<file path="src/rtl/regfile_mp_pkg.sv">
// Shared default sizes and the hard-wired zero register index for regfile_mp.
package regfile_mp_pkg;
    localparam int DATA_W_DEF = 32;
    localparam int ADDR_W_DEF = 5;
    localparam int NUM_RD_DEF = 2;
    localparam int NUM_WR_DEF = 2;
    localparam int unsigned ZERO_REG = 0;
endpackage

</file>
<file path="src/rtl/regfile_mp_scoreboard.sv">
// Pending-writeback busy bits: writes clear, sb_set sets (set wins), register 0 never busy.
// rd_busy is registered and reports the state after this edge's set/clear.
module regfile_mp_scoreboard
    import regfile_mp_pkg::*;
#(
    parameter int ADDR_W = ADDR_W_DEF,
    parameter int NUM_RD = NUM_RD_DEF,
    parameter int NUM_WR = NUM_WR_DEF
) (
    input  logic                     clk,
    input  logic                     clk_reset,
    input  logic [NUM_RD-1:0]        rd_en,
    input  logic [NUM_RD*ADDR_W-1:0] rd_addr,
    output logic [NUM_RD-1:0]        rd_busy,
    input  logic [NUM_WR-1:0]        wr_en,
    input  logic [NUM_WR*ADDR_W-1:0] wr_addr,
    input  logic                     sb_set,
    input  logic [ADDR_W-1:0]        sb_addr
);
    localparam int DEPTH = 1 << ADDR_W;
    localparam logic [ADDR_W-1:0] ZERO_ADDR = ADDR_W'(ZERO_REG);

    logic [DEPTH-1:0] busy;
    logic [DEPTH-1:0] busy_nxt;

    always_comb begin
        busy_nxt = busy;
        for (int w = 0; w < NUM_WR; w++) begin
            if (wr_en[w]) busy_nxt[wr_addr[w*ADDR_W +: ADDR_W]] = 1'b0;
        end
        if (sb_set) busy_nxt[sb_addr] = 1'b1;
        busy_nxt[ZERO_ADDR] = 1'b0;
    end

    always_ff @(posedge clk) begin
        if (clk_reset) begin
            busy    <= '0;
            rd_busy <= '0;
        end else begin
            busy <= busy_nxt;
            // Reads see the post-edge state so a same-cycle set/clear is visible.
            for (int p = 0; p < NUM_RD; p++) begin
                if (rd_en[p]) rd_busy[p] <= busy_nxt[rd_addr[p*ADDR_W +: ADDR_W]];
            end
        end
    end
endmodule

</file>
<file path="src/rtl/regfile_mp.sv">
// Multi-port register file with busy scoreboard; 1-cycle registered reads, register 0 reads as zero.
// Define REGFILE_MP_BYPASS_EN to forward same-cycle write data to matching reads (highest write port wins).
module regfile_mp
    import regfile_mp_pkg::*;
#(
    parameter int DATA_W = DATA_W_DEF,
    parameter int ADDR_W = ADDR_W_DEF,
    parameter int NUM_RD = NUM_RD_DEF,
    parameter int NUM_WR = NUM_WR_DEF
) (
    input  logic                     clk,
    input  logic                     clk_reset,
    input  logic [NUM_RD-1:0]        rd_en,
    input  logic [NUM_RD*ADDR_W-1:0] rd_addr,
    output logic [NUM_RD*DATA_W-1:0] rd_data,
    output logic [NUM_RD-1:0]        rd_busy,
    input  logic [NUM_WR-1:0]        wr_en,
    input  logic [NUM_WR*ADDR_W-1:0] wr_addr,
    input  logic [NUM_WR*DATA_W-1:0] wr_data,
    input  logic                     sb_set,
    input  logic [ADDR_W-1:0]        sb_addr
);
    localparam int DEPTH = 1 << ADDR_W;
    localparam logic [ADDR_W-1:0] ZERO_ADDR = ADDR_W'(ZERO_REG);

    logic [DATA_W-1:0]        mem [DEPTH];
    logic [NUM_RD*DATA_W-1:0] rd_nxt;

    // Ascending port order makes the highest-index write win on an address clash.
    always_ff @(posedge clk) begin
        if (clk_reset) begin
            for (int i = 0; i < DEPTH; i++) mem[i] <= '0;
        end else begin
            for (int w = 0; w < NUM_WR; w++) begin
                if (wr_en[w] && wr_addr[w*ADDR_W +: ADDR_W] != ZERO_ADDR)
                    mem[wr_addr[w*ADDR_W +: ADDR_W]] <= wr_data[w*DATA_W +: DATA_W];
            end
        end
    end

    always_comb begin
        rd_nxt = '0;
        for (int p = 0; p < NUM_RD; p++) begin
            rd_nxt[p*DATA_W +: DATA_W] = mem[rd_addr[p*ADDR_W +: ADDR_W]];
`ifdef REGFILE_MP_BYPASS_EN
            for (int w = 0; w < NUM_WR; w++) begin
                if (wr_en[w] && rd_addr[p*ADDR_W +: ADDR_W] != ZERO_ADDR &&
                    wr_addr[w*ADDR_W +: ADDR_W] == rd_addr[p*ADDR_W +: ADDR_W])
                    rd_nxt[p*DATA_W +: DATA_W] = wr_data[w*DATA_W +: DATA_W];
            end
`endif
        end
    end

    always_ff @(posedge clk) begin
        if (clk_reset) begin
            rd_data <= '0;
        end else begin
            for (int p = 0; p < NUM_RD; p++) begin
                if (rd_en[p]) rd_data[p*DATA_W +: DATA_W] <= rd_nxt[p*DATA_W +: DATA_W];
            end
        end
    end

    regfile_mp_scoreboard #(
        .ADDR_W (ADDR_W),
        .NUM_RD (NUM_RD),
        .NUM_WR (NUM_WR)
    ) u_scoreboard (
        .clk       (clk),
        .clk_reset (clk_reset),
        .rd_en     (rd_en),
        .rd_addr   (rd_addr),
        .rd_busy   (rd_busy),
        .wr_en     (wr_en),
        .wr_addr   (wr_addr),
        .sb_set    (sb_set),
        .sb_addr   (sb_addr)
    );
endmodule
</file>
<file path="config.mk">
export PLATFORM = sky130hd
export DESIGN_NAME = regfile_mp
export DESIGN_NICKNAME = d
export VERILOG_FILES = /design/src/rtl/regfile_mp_pkg.sv /design/src/rtl/regfile_mp_scoreboard.sv /design/src/rtl/regfile_mp.sv
export SDC_FILE = /design/constraint.sdc
export NUM_CORES = 2
export LEC_CHECK = 0
export BUFFER_PORTS_ARGS = -buffer_cell sky130_fd_sc_hd__buf_2
export CORE_MARGIN = 2
export CORE_UTILIZATION = 50
export CTS_CLUSTER_DIAMETER = 80
export DETAILED_ROUTE_END_ITERATION = 12
export GPL_TIMING_DRIVEN = 0
export PLACE_DENSITY = 0.68
export SLEW_MARGIN = 10
export SYNTH_ARGS = -nofsm -noshare
export SYNTH_HDL_FRONTEND = slang
export SYNTH_SLANG_ARGS = --single-unit
</file>
<file path="constraint.sdc">
create_clock -name clk -period 2.85 [get_ports clk]
set_input_delay 0.1425 -clock clk [delete_from_list [all_inputs] [get_ports clk]]
set_output_delay 0.1425 -clock clk [all_outputs]
set_load 0.1 [all_outputs]
</file>
Yosys cells after proc, flatten, opt, wreduce, memory -nomap -nowiden:

Memory sizes are Yosys's and may differ from the RTL's. A register that Yosys moved wholly into a read port is not among the register bits.
Cells that the tools add are included.

* memory bits (read-only): 0
* flip-flop bits (word level): 34
* latch bits: 0
* bits in writable memories: 1024
* logic and storage cells: 54
* output and inout port bits: 66
* memories kept: 1
* bits of input ports: 96

* bitwise logic cells: 5
* multiplexer cells: 27
* magnitude comparators: 8
* multipliers: 0
* equal/unequal tests: 0
* reduce and logical (&&, ||, !) cells: 9
* shift-type cells: 0
* div/mod/pow operators: 0
* add/sub/neg operators: 0

Memories
* mem: words 32, width 32, rd ports 2, clocked after Yosys merged registers in 2, wr ports 32, RTL line regfile_mp.sv:26 `logic [DATA_W-1:0] mem [DEPTH];`

Operators by type and width (number)
* $mux W32: 5
* $and A32 B32 Y32: 2
* $not A32 Y32: 2
* $reduce_or A32 Y1: 2
* $or A32 B32 Y32: 1
* $lt A5 B6 Y1 const B: 5
* $demux W1 S5: 3
* $ge A5 B1 Y1 const B: 3
* $mux W1: 15
* $bmux W1 S5: 2
* $mux W5: 2
* $reduce_bool A5 Y1: 2
* $logic_and A1 B1 Y1: 5

Logic depth before layout (Yosys ltp):

* depth in word-level cells: 13
* gate-level depth with buffers: 10
* mapped depth without buffers: 7

Cells and area by module:

Synthesis repeated with hierarchy kept, for this count alone.

* cells, all modules: 5197
* area, all modules: 64087.7 µm²

By module, submodules not included
* regfile_mp: cells an instance 4909, instances 1, area each 61655.4 µm², sequential area each 32030.7 µm²
* regfile_mp_scoreboard: cells an instance 288, instances 1, area each 2432.3 µm², sequential area each 660.6 µm²

Least setup slack after synthesis:

No wires, ideal clock.

* path type: input-to-reg
* start point: input port clk_reset
* end point: memory mem[1][0] (netlist name), enable pin
* cell stages on the path: 6
* arrival time: 2075 ps
* data required time: 2460 ps
* library setup time: 390 ps
* path buffers: 2
* path slack: 385 ps
* cells stage by stage: buf_2 > nand2b_1 > or3b_1 > clkbuf_1 > nor2_1 > or3_1

RTL lines
* start: declaration: RTL line regfile_mp.sv:12 `input logic clk_reset,`
* end: declaration: RTL line regfile_mp.sv:26

==> impl_metrics.tcl <==
set metrics [dict create \
    crit_type "in -> reg" \
    die_h_um 356 \
    final.setup.worst_slack_ns -0.0993 \
    start_kind "primary input" \
    holdCritPathClass "in -> reg" \
    p_per_area_nw_per_um2 608 \
    placedCellCount 5744 \
    synth_ff_type "edfxtp_1" \
    drc 0 \
    layout.cells.non_filler 6044 \
    cts_buffers 118 \
    grt_pass1_vias 43100 \
    syn_inst 3916 \
    timing.max_cap.violations 0 \
    r2r-end "rd_data[45]" \
    via_per_inst 7.56 \
    synthAdderAreaFrac_pct 0 \
    dp_hpwl_mm 190 \
    synth_top_family_by_area "multiplexers" \
    register_area_um2 32700 \
    fillers 9632 \
    antenna_found_initial 6 \
    cp-end-kind "register" \
    max_slew_margin_pct 5.83 \
    ys_types 67 \
    dr.pass1.iters 5 \
    tns_ns -4.07 \
    fmax_mhz 339 \
    htree_num_levels 3 \
    cts_root_buf "clkbuf_16" \
    nets 4397 \
    clock_sinks 1121 \
    worstMarginPinSlew_ns 1.41 \
    reg2reg_depth 4 \
    initial_core_util_pct 50.2 \
    gp_congestion 1.01 \
    synth.mux.area_fraction_pct 24.6 \
    violations "setup timing" \
    yosys.area_share.simple_pct 2.55 \
    portBuffers 142 \
    ir_drop_mv 0.520 \
    postCtsSetupBuffers 0 \
    slew_viol_final 0 \
    clock_latency_ns 0.77 \
    preCtsSetupSlack_ns -1.46 \
    required_ns 3.46 \
    r2r_start "mem[16][13]" \
    crit_end "mem[30][28]" \
    p_leak_nw 23.4 \
    cp_max_fo 10 \
    yosys_warnings 0 \
    ys_ff_latch 1121 \
    die-width_um 356 \
    synth_compound_area_share_pct 16.1 \
    grt_setup_unrepaired "yes" \
    grt_pass1_wl_mm 330 \
    cts_buffer_depth 3 \
    fin_crit_ns 2.95 \
    fin_area_um2 70100 \
    synth-edff-count 1024 \
    ios 162 \
    place_area_um2 65100 \
    drt-total-wl_mm 242 \
    syn_area_um2 61800 \
    gr-total-overflow 0 \
    drtIter0Drc 8201 \
    via_count 45700 \
    status "finished, violations left" \
    syn_avg_cell_area_um2 15.8 \
    final_layout_size_suffix_gt1_share_pct 26.7 \
    multi_input_area_um2 27000 \
    core_um2 123000 \
    synthArstFlopShare_pct 0 \
    setup_viol 121 \
    skew_ns 0.0323 \
    grt_util_all_layers_pct 37.9 \
    tritoncts "done" \
    path_clk_slew_ns 0.06 \
    seq_area_frac_synth_pct 52.9 \
    startpoint "clk_reset" \
    worstPathArrival_ns 3.56 \
    dieArea_um2 127000 \
    synth_xor_area_share_pct 0.0142 \
    synthToLayoutAreaGrowth_pct 13.3 \
    r2r_slack_ns 0.43 \
    detail_route.wl_per_cell_um 40.0 \
    fin_crit_sh_pct 103 \
    grt_max_degree 33 \
    hold_viol_final 0 \
    ant_nets 0 \
    floorplan.rows 129 \
]
[registers in the layout (all words and copies together) (netlist names)]
| name | flops |
|---|---|
| rd_data | 64 |
| u_scoreboard.rd_busy | 2 |
| mem | 1024 |
| u_scoreboard.busy | 31 |
[routing by layer]
metal	up-vias	GRT usage [%]	part of all wire, %
met3	524	15.5	17
met4	8	16.8	5.2
met1	23700	52.5	36
met5	-	0.717	0.072
met2	3845	52.5	41
li1	17600	-	-
[final cells by class]
| class | instances | share of cell area, % |
|---|---|---|
| tap | 1637 | 2.92 |
| clock buffer | 145 | 4.57 |
| clock inverter | 77 | 1.20 |
| timing repair buffer | 234 | 2.60 |
| inverter | 4 | 0.0214 |
| sequential | 1121 | 46.7 |
| buffer | 603 | 3.47 |
| multi-input combinational | 2219 | 38.5 |
| antenna | 4 | 0.0143 |
[worst min path at each step]
stage | slack [ns] | from | cells after the start | endpoint
2_1_floorplan | 0.34 | wr_data[30] | 1 | mem[27][30]
3_3_place_gp | 0.48 | rd_data[50] | 2 | rd_data[50]
3_5_place_dp | 0.48 | rd_data[48] | 2 | rd_data[48]
4_1_cts | 0.005 | rd_en[1] | 3 | rd_data[59]
5_1_grt | 0.06 | rd_en[1] | 3 | rd_data[57]
6_report | 0.04 | clk_reset | 2 | mem[0][30]
[critical path: stages]
cell and delay [ns]:
buf_2 0.25, nand2b_1 0.24, nor2_1 0.08, nand2_1 0.51
nor2_1 0.37, nor3_1 0.97, clkbuf_1 0.75, a22o_1 0.24
[report_power, final]
part           internal [mW]  switching, mW
registers               18.9          0.543
logic                   2.34           4.35
clock network           9.29           7.13
total                   30.6           12.0
[layout by cell type (no fill, tap or decap), types with 23 or more instances in the layout]
cell,Yosys,layout
mux4_2,643,643
clkbuf_2,0,29
nand2_1,31,31
a21oi_1,40,40
edfxtp_1,1024,1024
a211oi_1,65,65
conb_1,1,32
clkbuf_1,499,487
nor3_1,30,23
dfxtp_1,97,97
or3_2,0,27
buf_2,82,225
clkinv_2,0,23
clkbuf_16,0,123
nor2_1,147,146
a22o_1,992,992
mux2i_1,66,66
dlygate4sd3_1,0,74
[what timing repair did]
item,in CTS,in global routing
gates resized for setup,27,27
endpoints found under the hold margin,56,0
endpoints found under the setup margin,66,271
pin swaps,0,0
hold buffers,74,0
[per-stage QoR]
stage                     hold WS [ns]  total power [mW]  util [%]
after detailed placement         0.478              26.1      52.9
after CTS                      0.00454              42.1      56.8
final                           0.0450              42.6      56.9
after floorplan                  0.345              23.5         -
after global routing            0.0569              43.2      56.9
after global placement           0.477              25.9      52.5
[cell usage after synthesis (16+ instances only)]
master    count  area, µm²
buf_1        21       78.8
clkbuf_1    499       1870
or3_1        35        219
dfxtp_1      97       1940
a21oi_1      40        200
mux2i_1      66        661
a211oi_1     65        488
buf_2        82        410
nor3_1       30        150
edfxtp_1   1024      30700
nand2_1      31        116
nor2_1      147        552
mux4_2      643      14500
a22o_1      992       8690
o221ai_1     16        140
[cells by family after synthesis]
group,count (synthesis)
flip-flops,1121
XOR/XNOR,1
multiplexers,713
other,1
buffers and inverters,607
AND/OR/NAND/NOR,313
AO/OA/AOI/OAI,1160
(Power assumes the default switching activity.)
